==> src/rtl/muldiv_pkg.sv <==
// Shared types and constants for the iterative multiply/divide sequencer.
// Latency: n/a (types only).
// Backpressure: n/a (types only).
package muldiv_pkg;

  localparam int MD_ITERS = 32;

  typedef enum logic [1:0] {
    OP_MULT  = 2'b00,
    OP_MULTU = 2'b01,
    OP_DIV   = 2'b10,
    OP_DIVU  = 2'b11
  } op_t;

  typedef enum logic [2:0] {
    S_IDLE,
    S_PREP,
    S_ITER,
    S_FIXUP,
    S_DONE
  } state_t;

  function automatic logic op_is_div(input op_t o);
    return (o == OP_DIV) || (o == OP_DIVU);
  endfunction

  function automatic logic op_is_signed(input op_t o);
    return (o == OP_MULT) || (o == OP_DIV);
  endfunction

endpackage

==> src/rtl/muldiv_if.sv <==
// Request/result bundle between the execute stage and the mul/div sequencer.
// Latency: n/a (wires only).
// Backpressure: requester watches busy; start while busy is dropped.
interface muldiv_if #(parameter int WIDTH = 32);

  logic             start;
  logic [1:0]       op;
  logic [WIDTH-1:0] srca;
  logic [WIDTH-1:0] srcb;
  logic             mthi;
  logic             mtlo;
  logic [WIDTH-1:0] wd;
  logic             busy;
  logic             done;
  logic [WIDTH-1:0] hi;
  logic [WIDTH-1:0] lo;

  modport master (
    output start, op, srca, srcb, mthi, mtlo, wd,
    input  busy, done, hi, lo
  );

  modport slave (
    input  start, op, srca, srcb, mthi, mtlo, wd,
    output busy, done, hi, lo
  );

endinterface

==> src/rtl/muldiv_step.sv <==
// One shift-add (multiply) or restoring-subtract (divide) iteration.
// Latency: combinational.
// Backpressure: none; the sequencer decides when to register the result.
module muldiv_step #(
  parameter int WIDTH = 32
) (
  input  logic             div_mode,
  input  logic [WIDTH-1:0] acc_hi,
  input  logic [WIDTH-1:0] acc_lo,
  input  logic [WIDTH-1:0] operand,
  output logic [WIDTH-1:0] nxt_hi,
  output logic [WIDTH-1:0] nxt_lo
);

  logic [WIDTH:0]   shifted;
  logic [WIDTH:0]   add_a;
  logic [WIDTH:0]   add_b;
  logic             add_cin;
  logic [WIDTH+1:0] add_res;
  logic [WIDTH:0]   mul_sum;
  logic             keep;

  // Single WIDTH+1 bit adder; subtract is a + ~b + 1 and its carry-out means no borrow.
  always_comb begin
    shifted = {acc_hi, acc_lo[WIDTH-1]};
    add_a   = {1'b0, acc_hi};
    add_b   = {1'b0, operand};
    add_cin = 1'b0;
    if (div_mode) begin
      add_a   = shifted;
      add_b   = ~{1'b0, operand};
      add_cin = 1'b1;
    end
    add_res = {1'b0, add_a} + {1'b0, add_b} + {{(WIDTH+1){1'b0}}, add_cin};

    // Multiply: low multiplier bit gates the add, then the whole pair shifts right.
    mul_sum = acc_lo[0] ? add_res[WIDTH:0] : {1'b0, acc_hi};
    // Divide: partial remainder stays below the divisor, so it fits back into WIDTH bits.
    keep    = add_res[WIDTH+1];

    if (div_mode) begin
      nxt_hi = keep ? add_res[WIDTH-1:0] : shifted[WIDTH-1:0];
      nxt_lo = {acc_lo[WIDTH-2:0], keep};
    end else begin
      nxt_hi = mul_sum[WIDTH:1];
      nxt_lo = {mul_sum[0], acc_lo[WIDTH-1:1]};
    end
  end

endmodule

==> src/rtl/muldiv_seq.sv <==
// Iterative MULT/MULTU/DIV/DIVU sequencer owning the architectural HI/LO registers.
// Latency: start edge -> done visible after WIDTH+2 further edges (PREP, WIDTH x ITER, FIXUP).
// Backpressure: busy high in PREP/ITER/FIXUP; start, mthi and mtlo are ignored while busy.
module muldiv_seq
  import muldiv_pkg::*;
#(
  parameter int WIDTH = MD_ITERS
) (
  input  logic     clk,
  input  logic     reset,
  muldiv_if.slave  bus
);

  localparam int CW = $clog2(WIDTH);

  state_t             state;
  state_t             state_nxt;
  op_t                op_q;
  logic [WIDTH-1:0]   a_q;
  logic [WIDTH-1:0]   b_q;
  logic [WIDTH-1:0]   opnd;
  logic [WIDTH-1:0]   acc_hi;
  logic [WIDTH-1:0]   acc_lo;
  logic [WIDTH-1:0]   step_hi;
  logic [WIDTH-1:0]   step_lo;
  logic [WIDTH-1:0]   hi_q;
  logic [WIDTH-1:0]   lo_q;
  logic [WIDTH-1:0]   res_hi;
  logic [WIDTH-1:0]   res_lo;
  logic [WIDTH-1:0]   abs_a;
  logic [WIDTH-1:0]   abs_b;
  logic [2*WIDTH-1:0] prod_neg;
  logic [CW-1:0]      count;
  logic               sign_a;
  logic               sign_b;
  logic               div_zero;
  logic               is_div;
  logic               use_abs;
  logic               last_iter;

  // Divide by zero runs on raw operands so the remainder comes out as the original dividend.
  assign is_div    = op_is_div(op_q);
  assign use_abs   = op_is_signed(op_q) && !(is_div && div_zero);
  assign abs_a     = (use_abs && sign_a) ? -a_q : a_q;
  assign abs_b     = (use_abs && sign_b) ? -b_q : b_q;
  assign last_iter = (count == CW'(WIDTH - 1));

  assign bus.busy = (state == S_PREP) || (state == S_ITER) || (state == S_FIXUP);
  assign bus.done = (state == S_DONE);
  assign bus.hi   = hi_q;
  assign bus.lo   = lo_q;

  muldiv_step #(.WIDTH(WIDTH)) u_step (
    .div_mode (is_div),
    .acc_hi   (acc_hi),
    .acc_lo   (acc_lo),
    .operand  (opnd),
    .nxt_hi   (step_hi),
    .nxt_lo   (step_lo)
  );

  // State register; reset aborts any operation in flight.
  always_ff @(posedge clk or posedge reset) begin
    if (reset) state <= S_IDLE;
    else       state <= state_nxt;
  end

  // Next-state: fixed PREP -> WIDTH x ITER -> FIXUP -> DONE walk, restartable from DONE.
  always_comb begin
    state_nxt = state;
    case (state)
      S_IDLE:  if (bus.start) state_nxt = S_PREP;
      S_PREP:  state_nxt = S_ITER;
      S_ITER:  if (last_iter) state_nxt = S_FIXUP;
      S_FIXUP: state_nxt = S_DONE;
      S_DONE:  state_nxt = bus.start ? S_PREP : S_IDLE;
      default: state_nxt = S_IDLE;
    endcase
  end

  // Sign correction of the unsigned magnitude result for MULT/DIV.
  always_comb begin
    res_hi   = acc_hi;
    res_lo   = acc_lo;
    prod_neg = -{acc_hi, acc_lo};
    if (op_q == OP_MULT && (sign_a ^ sign_b)) begin
      {res_hi, res_lo} = prod_neg;
    end else if (op_q == OP_DIV && !div_zero) begin
      if (sign_a ^ sign_b) res_lo = -acc_lo;
      if (sign_a)          res_hi = -acc_hi;
    end
  end

  // Operand latch, iteration datapath and HI/LO write-back.
  always_ff @(posedge clk or posedge reset) begin
    if (reset) begin
      op_q     <= OP_MULT;
      a_q      <= '0;
      b_q      <= '0;
      opnd     <= '0;
      acc_hi   <= '0;
      acc_lo   <= '0;
      hi_q     <= '0;
      lo_q     <= '0;
      count    <= '0;
      sign_a   <= 1'b0;
      sign_b   <= 1'b0;
      div_zero <= 1'b0;
    end else begin
      case (state)
        S_IDLE, S_DONE: begin
          if (bus.start) begin
            op_q     <= op_t'(bus.op);
            a_q      <= bus.srca;
            b_q      <= bus.srcb;
            sign_a   <= bus.srca[WIDTH-1];
            sign_b   <= bus.srcb[WIDTH-1];
            div_zero <= (bus.srcb == '0);
          end
          if (bus.mthi) hi_q <= bus.wd;
          if (bus.mtlo) lo_q <= bus.wd;
        end
        S_PREP: begin
          acc_hi <= '0;
          acc_lo <= is_div ? abs_a : abs_b;
          opnd   <= is_div ? abs_b : abs_a;
          count  <= '0;
        end
        S_ITER: begin
          acc_hi <= step_hi;
          acc_lo <= step_lo;
          count  <= count + 1'b1;
        end
        S_FIXUP: begin
          hi_q <= res_hi;
          lo_q <= res_lo;
        end
        default: ;
      endcase
    end
  end

endmodule

==> src/flat_wrapper.sv <==
// flat-port wrapper written by rule: the top's interface ports become plain ports
module muldiv_seq_flat import muldiv_pkg::*;
#(
  parameter int WIDTH = MD_ITERS
)
  (clk, reset, bus_start, bus_op, bus_srca, bus_srcb, bus_mthi, bus_mtlo, bus_wd, bus_busy, bus_done, bus_hi, bus_lo);
  muldiv_if #(.WIDTH(WIDTH)) bus_i ();
  input  logic clk;
  input  logic reset;
  input wire logic [$bits(bus_i.start)-1:0] bus_start;
  input wire logic [$bits(bus_i.op)-1:0] bus_op;
  input wire logic [$bits(bus_i.srca)-1:0] bus_srca;
  input wire logic [$bits(bus_i.srcb)-1:0] bus_srcb;
  input wire logic [$bits(bus_i.mthi)-1:0] bus_mthi;
  input wire logic [$bits(bus_i.mtlo)-1:0] bus_mtlo;
  input wire logic [$bits(bus_i.wd)-1:0] bus_wd;
  output wire logic [$bits(bus_i.busy)-1:0] bus_busy;
  output wire logic [$bits(bus_i.done)-1:0] bus_done;
  output wire logic [$bits(bus_i.hi)-1:0] bus_hi;
  output wire logic [$bits(bus_i.lo)-1:0] bus_lo;
  assign bus_i.start = bus_start;
  assign bus_i.op = bus_op;
  assign bus_i.srca = bus_srca;
  assign bus_i.srcb = bus_srcb;
  assign bus_i.mthi = bus_mthi;
  assign bus_i.mtlo = bus_mtlo;
  assign bus_i.wd = bus_wd;
  assign bus_busy = bus_i.busy;
  assign bus_done = bus_i.done;
  assign bus_hi = bus_i.hi;
  assign bus_lo = bus_i.lo;
  muldiv_seq #(.WIDTH(WIDTH)) u_core (.clk(clk), .reset(reset), .bus(bus_i));
endmodule
==> config.mk <==
export PLATFORM = sky130hd
export DESIGN_NAME = muldiv_seq_flat
export DESIGN_NICKNAME = d
export VERILOG_FILES = /design/src/rtl/muldiv_pkg.sv /design/src/rtl/muldiv_if.sv /design/src/rtl/muldiv_step.sv /design/src/rtl/muldiv_seq.sv /design/src/flat_wrapper.sv
export SDC_FILE = /design/constraint.sdc
export NUM_CORES = 1
export LEC_CHECK = 0
export CAP_MARGIN = 0
export CORE_MARGIN = 5
export CORE_UTILIZATION = 25
export CTS_BUF_LIST = sky130_fd_sc_hd__clkbuf_16
export DETAILED_ROUTE_END_ITERATION = 8
export SKIP_LAST_GASP = 1
export SYNTH_ARGS = -nofsm -noshare
export SYNTH_HDL_FRONTEND = slang
export SYNTH_SLANG_ARGS = --single-unit
==> constraint.sdc <==
create_clock -name clk -period 10 [get_ports clk]
set_input_delay 1.5 -clock clk [delete_from_list [all_inputs] [get_ports clk]]
set_output_delay 1.5 -clock clk [all_outputs]
set_load 0.02 [all_outputs]
; Word level (Yosys, flattened, before mapping)
; Index checks and enable logic that the tools add are counted.
[totals]
regBits = 237
[classes]
bitwise_logic = 2
n_addsub = 8
n_mux = 28
n_eq_ne = 11
reduce_logical = 22
[op_table]
columns = op, n
row1 = 2-to-1 mux 32 bit, 15
row2 = one-hot mux 32 bit (2 select lines), 4
row3 = negator 32 bit, 4
row4 = 2-to-1 mux 33 bit, 3
row5 = negator 64 bit, 1
row6 = adder 33 x 33 -> 34 bit, 1
row7 = adder 34 x 1 -> 34 bit, 1
row8 = NOT 32 -> 33 bit, 1
row9 = zero test 32 bit, 1
row10 = one-hot mux 3 bit (5 select lines), 1
row11 = one-hot mux 5 bit (2 select lines), 1
row12 = AND reduction 2 bit, 4
row13 = "== test 3 x 2 -> 1 bit, second input constant", 2
row14 = logical AND 1 bit, 6
row15 = 2-to-1 mux 3 bit, 2
row16 = "inequality test 2 bit, second input constant", 3
row17 = "adder 5 x 1 -> 5 bit, second input constant", 1
row18 = "== test 5 bit, second input constant", 1
row19 = "== test 2 bit, second input constant", 2
row20 = logical OR 1 bit, 4
row21 = nonzero test 2 bit, 2
row22 = "== test 3 x 1 -> 1 bit, second input constant", 1
row23 = "== test 3 bit, second input constant", 1
row24 = zero test 3 bit, 1
row25 = other kinds (6), 8

; Longest topological paths before layout
; Gate-level depths: netlist of the first run.
[depth]
ltp_word = 9
depth_mapped = 18

; Modules after synthesis
; A second synthesis of the first run with hierarchy kept.
[hier_totals]
hier_cells = 1889
hier_area_um2 = 16933.7
[modules_own_cells]
columns = mod, cells_per_inst, seq_area_each_um2, instances, area_each_um2
row1 = muldiv_seq, 1335, 5880.6, 1, 13101.3
row2 = muldiv_step, 554, 0.0, 1, 3832.4

; Worst setup path before layout of the first run
; No wires, ideal clock.
[synth_path]
path_type = flip-flop to flip-flop
from = register u_core.op_q[1]
to = register u_core.acc_hi[15]
setup_time_ns = 0.142
period_less_slack_ns = 4.201
arrival_time_ns = 4.059
path_slack_ns = 5.799
path_stages_with_launch = 17
cell_sequence = dfrtp_1 -> clkbuf_1 -> clkbuf_1 -> buf_1 -> buf_1 -> xor2_1 -> ha_1 -> nand4_1 -> nor4_1 -> nor4b_1 -> o21ai_0 -> a21o_1 -> nand2_1 -> nor2_1 -> buf_2 -> mux2i_1 -> o221ai_1
[synth_between]
elab_chain_len = 8
[synth_lines]
columns = element, line_no
row1 = from (decl), muldiv_seq.sv:18  ; op_t op_q;
row2 = from (signal assigned), muldiv_seq.sv:113  ; op_q <= op_t'(bus.op);
row3 = == test 2 bit, muldiv_pkg.sv:24  ; return (o == OP_DIV) || (o == OP_DIVU);
row4 = logical OR 1 bit *, muldiv_pkg.sv:24
row5 = 2-to-1 mux 33 bit, muldiv_step.sv:29  ; if (div_mode) begin
row6 = adder 33 x 33 -> 34 bit, muldiv_step.sv:34  ; add_res = {1'b0, add_a} + {1'b0, add_b} + {{(WIDTH+1){1'b0}}, add_cin};
row7 = adder 34 x 1 -> 34 bit, muldiv_step.sv:34
row8 = 2-to-1 mux 33 bit or 2-to-1 mux 32 bit (tied branches), "muldiv_step.sv:37, muldiv_step.sv:42"
row9 = 2-to-1 mux 32 bit *, muldiv_step.sv:41  ; if (div_mode) begin
row10 = one-hot mux 32 bit (2 select lines) *, muldiv_seq.sv:110  ; case (state)
row11 = to (signal assigned), muldiv_seq.sv:130  ; acc_hi <= step_hi;
row12 = to (decl), muldiv_seq.sv:22  ; logic [WIDTH-1:0] acc_hi;
; Every way passes the cells marked *; elsewhere a longest branch is shown, timed or not.
; A chain may end at the register's enable or synchronous reset.

; Worst setup path after layout of the first run
[layout_path]
from = register u_core.op_q[1]
to = register u_core.acc_hi[28]
; The elaborated chain is that of the path after synthesis.

==> results.md, run 1 <==
* Register-to-Register Path Depth at 12
* Residual DRC at 0
* Most numerous cell in the Yosys netlist: dfrtp_1
* Port buffer count at approximately 170
* CTS Root Cell: clkbuf_16
* Clock Skew at 0.0262 ns
* Number of global-route vias before repair at 14500
* Number of gates resized after CTS at 0
* Final Critical Period at between 4 and 5 ns
* Final setup TNS at 0 ns
* Startpoint type of the worst setup path: flip-flop
* Die H at 266 um
* Arr. time, crit path at 5.27 ns
* Number of flops mapped to enable cells by yosys at 0
* Post-Route WL at 56500 um
* Hpwl dp at between 40000 and 50000 um
* Yosys reg bits at 235
* First-pass GRT wire length at 87400 um
* Clk_lat worst skew at 0.58 ns
* Final Max Slew Viols at 0
* Critical path origin: u_core.op_q[1]
* Gpl congestion at 0.943
* Largest net degree at the start of global routing at 117
* Avg Inst Size Synth at 8.69 um^2
* H-Tree Depth at 1
* Slew HR at between 20 and 30%
* Yosys cell types at 67
* Fill cells at roughly 6800
* Async set-or-reset flop fraction in the synthesized netlist at 100%
* Synth Cell Area at between 15000 and 20000 um^2
* Die X at 266 um
* Hold WC Path Type: flip-flop to flip-flop
* CTS Hold Bufs at 0
* Net count after synthesis at between 2000 and 2500
* RR Startpoint: u_core.op_q[1]
* Most used DFF post-synth: dfrtp_1
* Area grow syn2layout at 20.6%
* Seq/Total Area, Yosys at 35.9%
* RSZ-0062 raised after global routing: false
* Layout cells sized above 1 at 9.39%
* Final nets at 2100
* Crit share post-route at 48.5%
* Wire per inst at 19.9 um
* DR vias at 14700
* Leading area contributor after synthesis: dfrtp_1
* Initial Util at roughly a quarter
* Most frequent cells after synthesis: dfrtp_1 (235), nand2_1 (228), o21ai_0 (190), a21oi_1 (153), nor2_1 (140)
* Max Cap Viol at 0
* Iteration-0 DRC count of the detailed router at about 1100
* Total die area at 70700 um^2
* DR vias/cell at about 5.2
* Overflow left after global routing at 0
* First-pass DRT Iterations at 5
* Clock tree sinks at 235
* Top post-synthesis cells by area: dfrtp_1 (36%), mux2_2 (7.0%), mux2i_1 (7.0%)
* Initial antenna violation count at 1
* CTS tree: yes
* Hold Vio Cnt, Final at 0
* Outcome: finished clean
* Reg-to-reg endpoint: u_core.acc_hi[28]
* Worst R2R Setup Slack at 5.15 ns
* Setup Viol. Count Final at 0
* CTS buffer count at 28
* Total GRT Usage at between 10% and 20%
* Yosys Warn Count at 0
* Post-Synthesis Cells at 1883
* Clock-pin slew on the worst setup and hold paths at 0.06 ns
* Post-synth top area share at 35.9%
* Row cnt at 93
* Post-CTS setup buffer count at 0
* Core Area at 64700 um^2
* CP max FO at 69
* Clk buf depth at 3
* Crit path to: u_core.acc_hi[28]
* Ports at between 150 and 200
* Setup Crit Path Kind: flip-flop to flip-flop
* Post-DRT Antenna Nets at 0
* Crit end category: flip-flop
* Worst Path Required at 10.42 ns
* Fmax at about 210 MHz
* Worst slew pin tran at 1.08 ns
## routing by layer
metal / vias up / track usage [%] / share of wire, %
li1: 6876 / - / -
met1: 7232 / 22.5 / 47
met2: 501 / 23.4 / 43
met3: 85 / 2.59 / 6.6
met4: 0 / 4.19 / 3.0
met5: - / 0 / 0
## worst max-delay path: stages, from the launching register on
cell       delay (ns)
dfrtp_4          0.96
buf_4            0.85
mux2_2           0.43
ha_1             0.37
a21oi_1          0.24
o21ai_0          0.19
nor3_1           0.20
o21ai_0          0.17
a21oi_1          0.25
o21ai_0          0.24
nor3b_1          0.21
a2111oi_0        0.45
o32ai_1          0.13
## flip-flops by register name (all words and copies together), names as in the netlist
register         count
u_core.state         3
u_core.op_q          2
u_core.bus.lo       32
u_core.b_q          32
u_core.bus.hi       32
u_core.count         5
u_core.a_q          31
u_core.div_zero      1
u_core.sign_a        1
u_core.acc_hi       32
u_core.opnd         32
u_core.acc_lo       32
## worst min path at each step
stage | end | slack (ns) | startpoint | cells after the start
global route | u_core.count[3] | 0.53 | u_core.count[3] | 1
CTS | u_core.count[3] | 0.50 | u_core.count[3] | 1
finish | u_core.count[3] | 0.50 | u_core.count[3] | 1
global placement | u_core.count[3] | 0.47 | u_core.count[3] | 1
detailed placement | u_core.count[3] | 0.49 | u_core.count[3] | 1
floorplan | u_core.count[3] | 0.45 | u_core.count[3] | 1
## through the flow
stage / instances / setup WS (ns) / utilization (%) / hold WS (ns) / area (um^2)
2_1_floorplan: 1883 / 2.05 / - / 0.449 / 16400
3_3_place_gp: 2784 / 5.22 / 29.0 / 0.469 / 18700
3_5_place_dp: 2784 / 5.15 / 29.0 / 0.489 / 18700
4_1_cts: 2835 / 5.15 / 30.5 / 0.501 / 19700
5_1_grt: 2835 / 4.73 / 30.5 / 0.532 / 19700
6_report: 2836 / 5.15 / 30.5 / 0.496 / 19700
## cells by family (layout without fill, tap and decap cells)
kind of cell             count (synthesis)  count (layout)  synth area share [%]
other                                    0               1                     0
AND/OR/NAND/NOR                        535             535                  15.0
buffers and inverters                  174             271                  4.09
AO/OA/AOI/OAI                          505             505                  18.4
XOR/XNOR                               180             180                  9.63
adder cells (fa/ha/maj)                 38              38                  2.95
flip-flops                             235             235                  35.9
multiplexers                           216             216                  14.0
## cell type report
cell class / count / area, um^2 / share of cell area, %
Clock inverter: 23 / 298 / 1.51
Timing Repair Buffer: 183 / 1790 / 9.09
Clock buffer: 28 / 701 / 3.55
Multi-Input combinational cell: 1474 / 9840 / 49.8
Tap cell: 855 / 1070 / 5.42
Sequential cell: 235 / 5890 / 29.8
Inverter: 37 / 146 / 0.742
Antenna cell: 1 / 2.50 / 0.0127
## placed cells by master, fill, tap and decap left out, types with 19 or more instances in the layout
cell type	n
xnor2_1	77
mux2_2	102
dfrtp_1	233
clkdlybuf4s50_1	168
a21oi_1	153
nor4_1	27
mux2i_1	114
inv_1	39
xor2_1	103
clkbuf_16	28
o21ai_0	190
nor3_1	22
o31ai_1	22
nor2_1	139
nand3_1	19
o221ai_1	42
ha_1	37
nand2_1	226
Power of run 1 is not shown: default switching activity piles up to over one toggle a cycle in this logic, so the estimate is an artifact.
==> inputs of run 2 (changes only) <==
==> constraint.sdc (replaced) <==
create_clock -name clk -period 4 [get_ports clk]
set_input_delay 0.6 -clock clk [delete_from_list [all_inputs] [get_ports clk]]
set_output_delay 0.6 -clock clk [all_outputs]
set_load 0.02 [all_outputs]
==> run 2 against run 1 <==
Against the previous run: clock-buffer cell count down 2; global-route usage increased by 0.16 points; hold slack got worse by 0.012 ns; cell area increased by 2.1%; wire length up 1.5%; sequential share of layout area down 0.62 points; highest routed layer unchanged; largest cell class unchanged; die area unchanged; via count grew 1.7%.
==> results.md, run 2 (synthesis results as in run 1) <==
* Most frequent cells in the layout: dfrtp_1 (233), nand2_1 (226), o21ai_0 (188)
* Wire length on met3 at ~4400 um
* Layout cells sized above 1 at 12.2%
* Clock Skew at between 0.02 and 0.03 ns
* Startpoint type of the worst setup path: flip-flop
* Residual DRC at 0
* Wire per inst at 19.8 um
* Outcome: finished clean
* Final Max Slew Viols at 0
* Setup Viol. Count Final at 0
* Post-Route WL at 57400 um
* CTS tree: yes
* Pre-CTS setup slack at 0.0349 ns
* Clk buf depth at 3
* CTS buffer count at 26
* Post-DRT Antenna Nets at 0
* Fmax at 262 MHz
* Worst Path Required at approximately 4.4 ns
* Final Critical Period at 3.82 ns
* Number of global-route vias before repair at 14400
* Crit end category: flip-flop
* Total GRT Usage at 15.5%
* Arr. time, crit path at 4.26 ns
* Reg-to-reg endpoint: u_core.acc_hi[30]
* Hpwl dp at 44600 um
* Hold Path Depth at 1
* Total die area at ~70000 um^2
* Overflow left after global routing at 0
* Worst Hold End: u_core.count[3]
* First-pass DRT Iterations at 5
* DR vias/cell at 5.15
* Slew HR at 30.0%
* Gpl congestion at 0.930
* Initial Util at ~25%
* Worst R2R Setup Slack at between 0.15 and 0.2 ns
* Largest net degree at the start of global routing at 107
* Final setup TNS at 0 ns
* Area grow syn2layout at 23.1%
* Metal2 WL at roughly 25000 um
* Iteration-0 DRC count of the detailed router at 1451
* Initial antenna violation count at 0
* Uppermost routed layer: met4
* Crit share post-route at 95.4%
* Port buffer count at approximately 170
* Clock tree sinks at 235
* Final nets at 2169
* Min-delay src: u_core.count[3]
* Die H at between 200 and 300 um
* H-Tree Depth at 1
* Ports at 169
* First-pass GRT wire length at 87700 um
* Hold WC Path Type: flip-flop to flip-flop
* CP max FO at 15
* DR vias at 14900
* Clock-pin slew on the worst setup and hold paths at 0.06 ns
* Critical path's largest stage delay at around 0.6 ns
* Crit-path slowest cell: dfrtp_4
* Commonest non-fill, non-tap cell in the layout: dfrtp_1
* Final WS setup at roughly 0.18 ns
* Final Cell Area at 20200 um^2
* Register-to-Register Path Depth at 12
* CTS Hold Bufs at 0
* Setup Crit Path Kind: flip-flop to flip-flop
* Hold Vio Cnt, Final at 0
* Critical Path, Cell by Cell: buf_8, mux2_2, ha_1, o21a_1, nor2_1, or4_1, a31oi_1, o21bai_1, a2111oi_2, or3_1, a211oi_1, nor4_1
* CTS Root Cell: clkbuf_16
* Placed instance area at between 15000 and 20000 um^2
* Core Area at 64700 um^2
* Hold WS at 0.484 ns
* Die X at 266 um
* Worst slew pin tran at between 1 and 1.5 ns
* Row cnt at 93
* Max Cap Viol at 0
* RR Startpoint: u_core.op_q[1]
* Clk_lat worst skew at 0.56 ns
* Wl on met1 at 26500 um
run 2: changes by cell type in the layout (fill, tap and decap cells not counted), sizes merged:
cell / previous run / this run
buf: 15 / 86
bufinv: 6 / 1
clkbuf: 28 / 26
clkinv: 10 / 15
clkinvlp: 3 / 4
inv: 41 / 39
run 2: cell type report:
class | count | area, um^2
Timing Repair Buffer | 254 | 2420
Fill cell | 6750 | 44500
Inverter | 37 | 143
Multi-Input combinational cell | 1474 | 9840
Tap cell | 855 | 1070
Antenna cell | 1 | 2.50
Sequential cell | 235 | 5890
Clock buffer | 26 | 651
Clock inverter | 22 | 139
run 2: through the flow:
stage	utilization, %	instances
final	31.2	2904
after global routing	31.1	2903
after CTS	31.1	2902
after detailed placement	29.9	2854
after global placement	29.9	2854
after floorplan	-	1883
run 2: per-layer routing:
layer  up-vias  GRT usage [%]
met5         -              0
met4         0           4.33
met3        77           2.38
met2       589           23.4
met1      7260           23.1
li1       7019              -
run 2: worst max-delay path: cells and delay by family (launching register included):
family                     cells  cell delay, ns
AOI/OAI and AO/OA              5            1.18
and+or+nand+nor                4            0.94
muxes                          1            0.35
adders and majority gates      1            0.40
DFF                            1            0.60
buffers and inverters          1            0.22
run 2: repair_timing:
action / in CTS / in global routing
setup endpoints to repair: 0 / 28
hold endpoints to repair: 0 / 0
gates resized for setup: 0 / 3
buffers inserted: 0 / 1
run 2: worst max-delay path by stage:
stage | startpoint | end | cells after the start
4_1_cts | u_core.op_q[1] | u_core.acc_hi[25] | 12
3_5_place_dp | u_core.op_q[1] | u_core.acc_hi[25] | 12
3_3_place_gp | u_core.op_q[1] | u_core.acc_hi[25] | 12
6_report | u_core.op_q[1] | u_core.acc_hi[30] | 12
5_1_grt | u_core.op_q[1] | u_core.acc_hi[26] | 14
2_1_floorplan | u_core.op_q[1] | u_core.acc_hi[15] | 15
Power of run 2 is left out for the same reason.
==> inputs of run 3 (changes only) <==
--- a/config.mk
+++ b/config.mk
@@ -9,6 +9,7 @@
 export CORE_MARGIN = 5
 export CORE_UTILIZATION = 25
 export CTS_BUF_LIST = sky130_fd_sc_hd__clkbuf_16
+export CTS_CLUSTER_DIAMETER = 50
 export DETAILED_ROUTE_END_ITERATION = 8
 export SKIP_LAST_GASP = 1
 export SYNTH_ARGS = -nofsm -noshare
==> run 3 against run 2 <==
Against the previous run: sequential share of layout area down 0.29 points; critical path depth down 1; setup slack better by 0.015 ns; clock skew up 0.0071 ns; via count up 0.70%; first-iteration DRC count up 0.62%; flip-flop and latch count unchanged; wire length up 0.13%.
==> results.md, run 3 (synthesis results as in run 1) <==
* Outcome: finished clean
* Critical Path, Cell by Cell: buf_8, mux2_2, ha_1, nand4_1, or4_1, a31oi_1, o21bai_1, a2111oi_2, or3_1, a211oi_1, nor4_1
* DR vias at roughly 15000
* Residual DRC at 0
* Critical path's largest stage delay at 0.60 ns
* Most frequent cells in the layout: dfrtp_1 (233), nand2_1 (226), o21ai_0 (188)
* Final WS setup at 0.197 ns
* DR vias/cell at 5.18
* Post-Place Cells at between 2000 and 3000
* Clk_lat worst skew at 0.59 ns
* Initial Util at 25.3%
* Final nets at 2171
* Crit share post-route at 95.1%
* Clock Skew at 0.0330 ns
* H-Tree Depth at 1
* Setup Viol. Count Final at 0
* Die X at 266 um
* Port buffer count at 168
* Row cnt at 93
* Ports at around 170
* Worst slew pin tran at 1.05 ns
* Area grow syn2layout at 24.4%
* First-pass GRT wire length at about 88000 um
* Setup Crit Path Kind: flip-flop to flip-flop
* Crit-path slowest cell: dfrtp_4
* Startpoint type of the worst setup path: flip-flop
* Crit end category: flip-flop
* Initial antenna violation count at 0
* Core Area at 64700 um^2
* Iteration-0 DRC count of the detailed router at between 1000 and 1500
* Clock tree sinks at 235
* CTS buffer count at 28
* Hpwl dp at 44600 um
* Overflow left after global routing at 0
* Hold Vio Cnt, Final at 0
* Final Non-Filler Cells at 2908
* First-pass DRT Iterations at 7
* Clk buf depth at 3
* CTS Root Cell: clkbuf_16
* Fmax at 263 MHz
* Worst Path Required at 4.45 ns
* Arr. time, crit path at 4.26 ns
* Final Max Slew Viols at 0
* Pre-CTS setup slack at approximately 0.035 ns
* Post-DRT Antenna Nets at 0
* CP max FO at 15
* Gpl congestion at 0.930
* Number of global-route vias before repair at 14300
* CTS tree: yes
* RSZ-0062 raised after global routing: false
* Commonest non-fill, non-tap cell in the layout: dfrtp_1
* Slew HR at 29.8%
* Die H at 266 um
* Wire per inst at about 20 um
* Largest net degree at the start of global routing at 107
* Max Cap Viol at 0
* Hold WC Path Type: flip-flop to flip-flop
* Total GRT Usage at 15.5%
* Final Critical Period at 3.80 ns
* Layout cells sized above 1 at 12.6%
* Total die area at 70700 um^2
* Clock-pin slew on the worst setup and hold paths at 0.06 ns
* Post-Route WL at 57400 um
==> run 3: timing repair <==
item,4_1_cts,5_1_grt
setup buffers,0,1
setup endpoints to repair,0,28
resized for setup,0,3
hold buffers,0,0
==> run 3: area by class of cell <==
class / instances / area [um^2]
diodes: 1 / 2.50
clock buffers: 28 / 701
well taps: 855 / 1070
clock inverters: 24 / 289
fillers: 6735 / 44300
inverters: 37 / 143
repair buffers: 254 / 2420
flip-flops and latches: 235 / 5890
multi-input cells: 1474 / 9840
==> run 3: final timing paths <==
path | start | end | slack (ns) | cells after the start
min in group asynchronous | reset | u_core.acc_hi[27] | 0.60 | 2
worst min register to register | u_core.count[3] | u_core.count[3] | 0.49 | 1
worst max-delay path | u_core.op_q[1] | u_core.acc_hi[30] | 0.20 | 11
worst max register to register | u_core.op_q[1] | u_core.acc_hi[30] | 0.20 | 11
worst min-delay path | u_core.count[3] | u_core.count[3] | 0.49 | 1
max in group asynchronous | reset | u_core.bus.hi[8] | 2.53 | 3
==> run 3: critical path, delay by kind of cell, from the launching register on <==
kind            cells  cell delay, ns
simple gates        4            1.17
fa+ha+maj           1            0.32
compound gates      4            1.03
mux                 1            0.35
buf+inv             1            0.22
flops               1            0.60
==> run 3: per-stage QoR <==
step | utilization [%] | hold WS [ns] | area (um^2) | setup TNS, ns
finish | 31.5 | 0.495 | 20400 | 0
CTS | 31.4 | 0.487 | 20300 | 0
global placement | 29.9 | 0.469 | 19300 | 0
floorplan | - | 0.449 | 16400 | -0.0141
detailed placement | 29.9 | 0.481 | 19300 | 0
global route | 31.5 | 0.536 | 20400 | 0
==> run 3: layer usage <==
metal,wire [um],up-vias,track usage [%]
met5,0,-,0
met4,1680,0,4.15
met3,3950,80,2.24
met2,24900,574,23.5
met1,26900,7361,23.2
li1,-,7035,-
Power of run 3 is left out for the same reason.
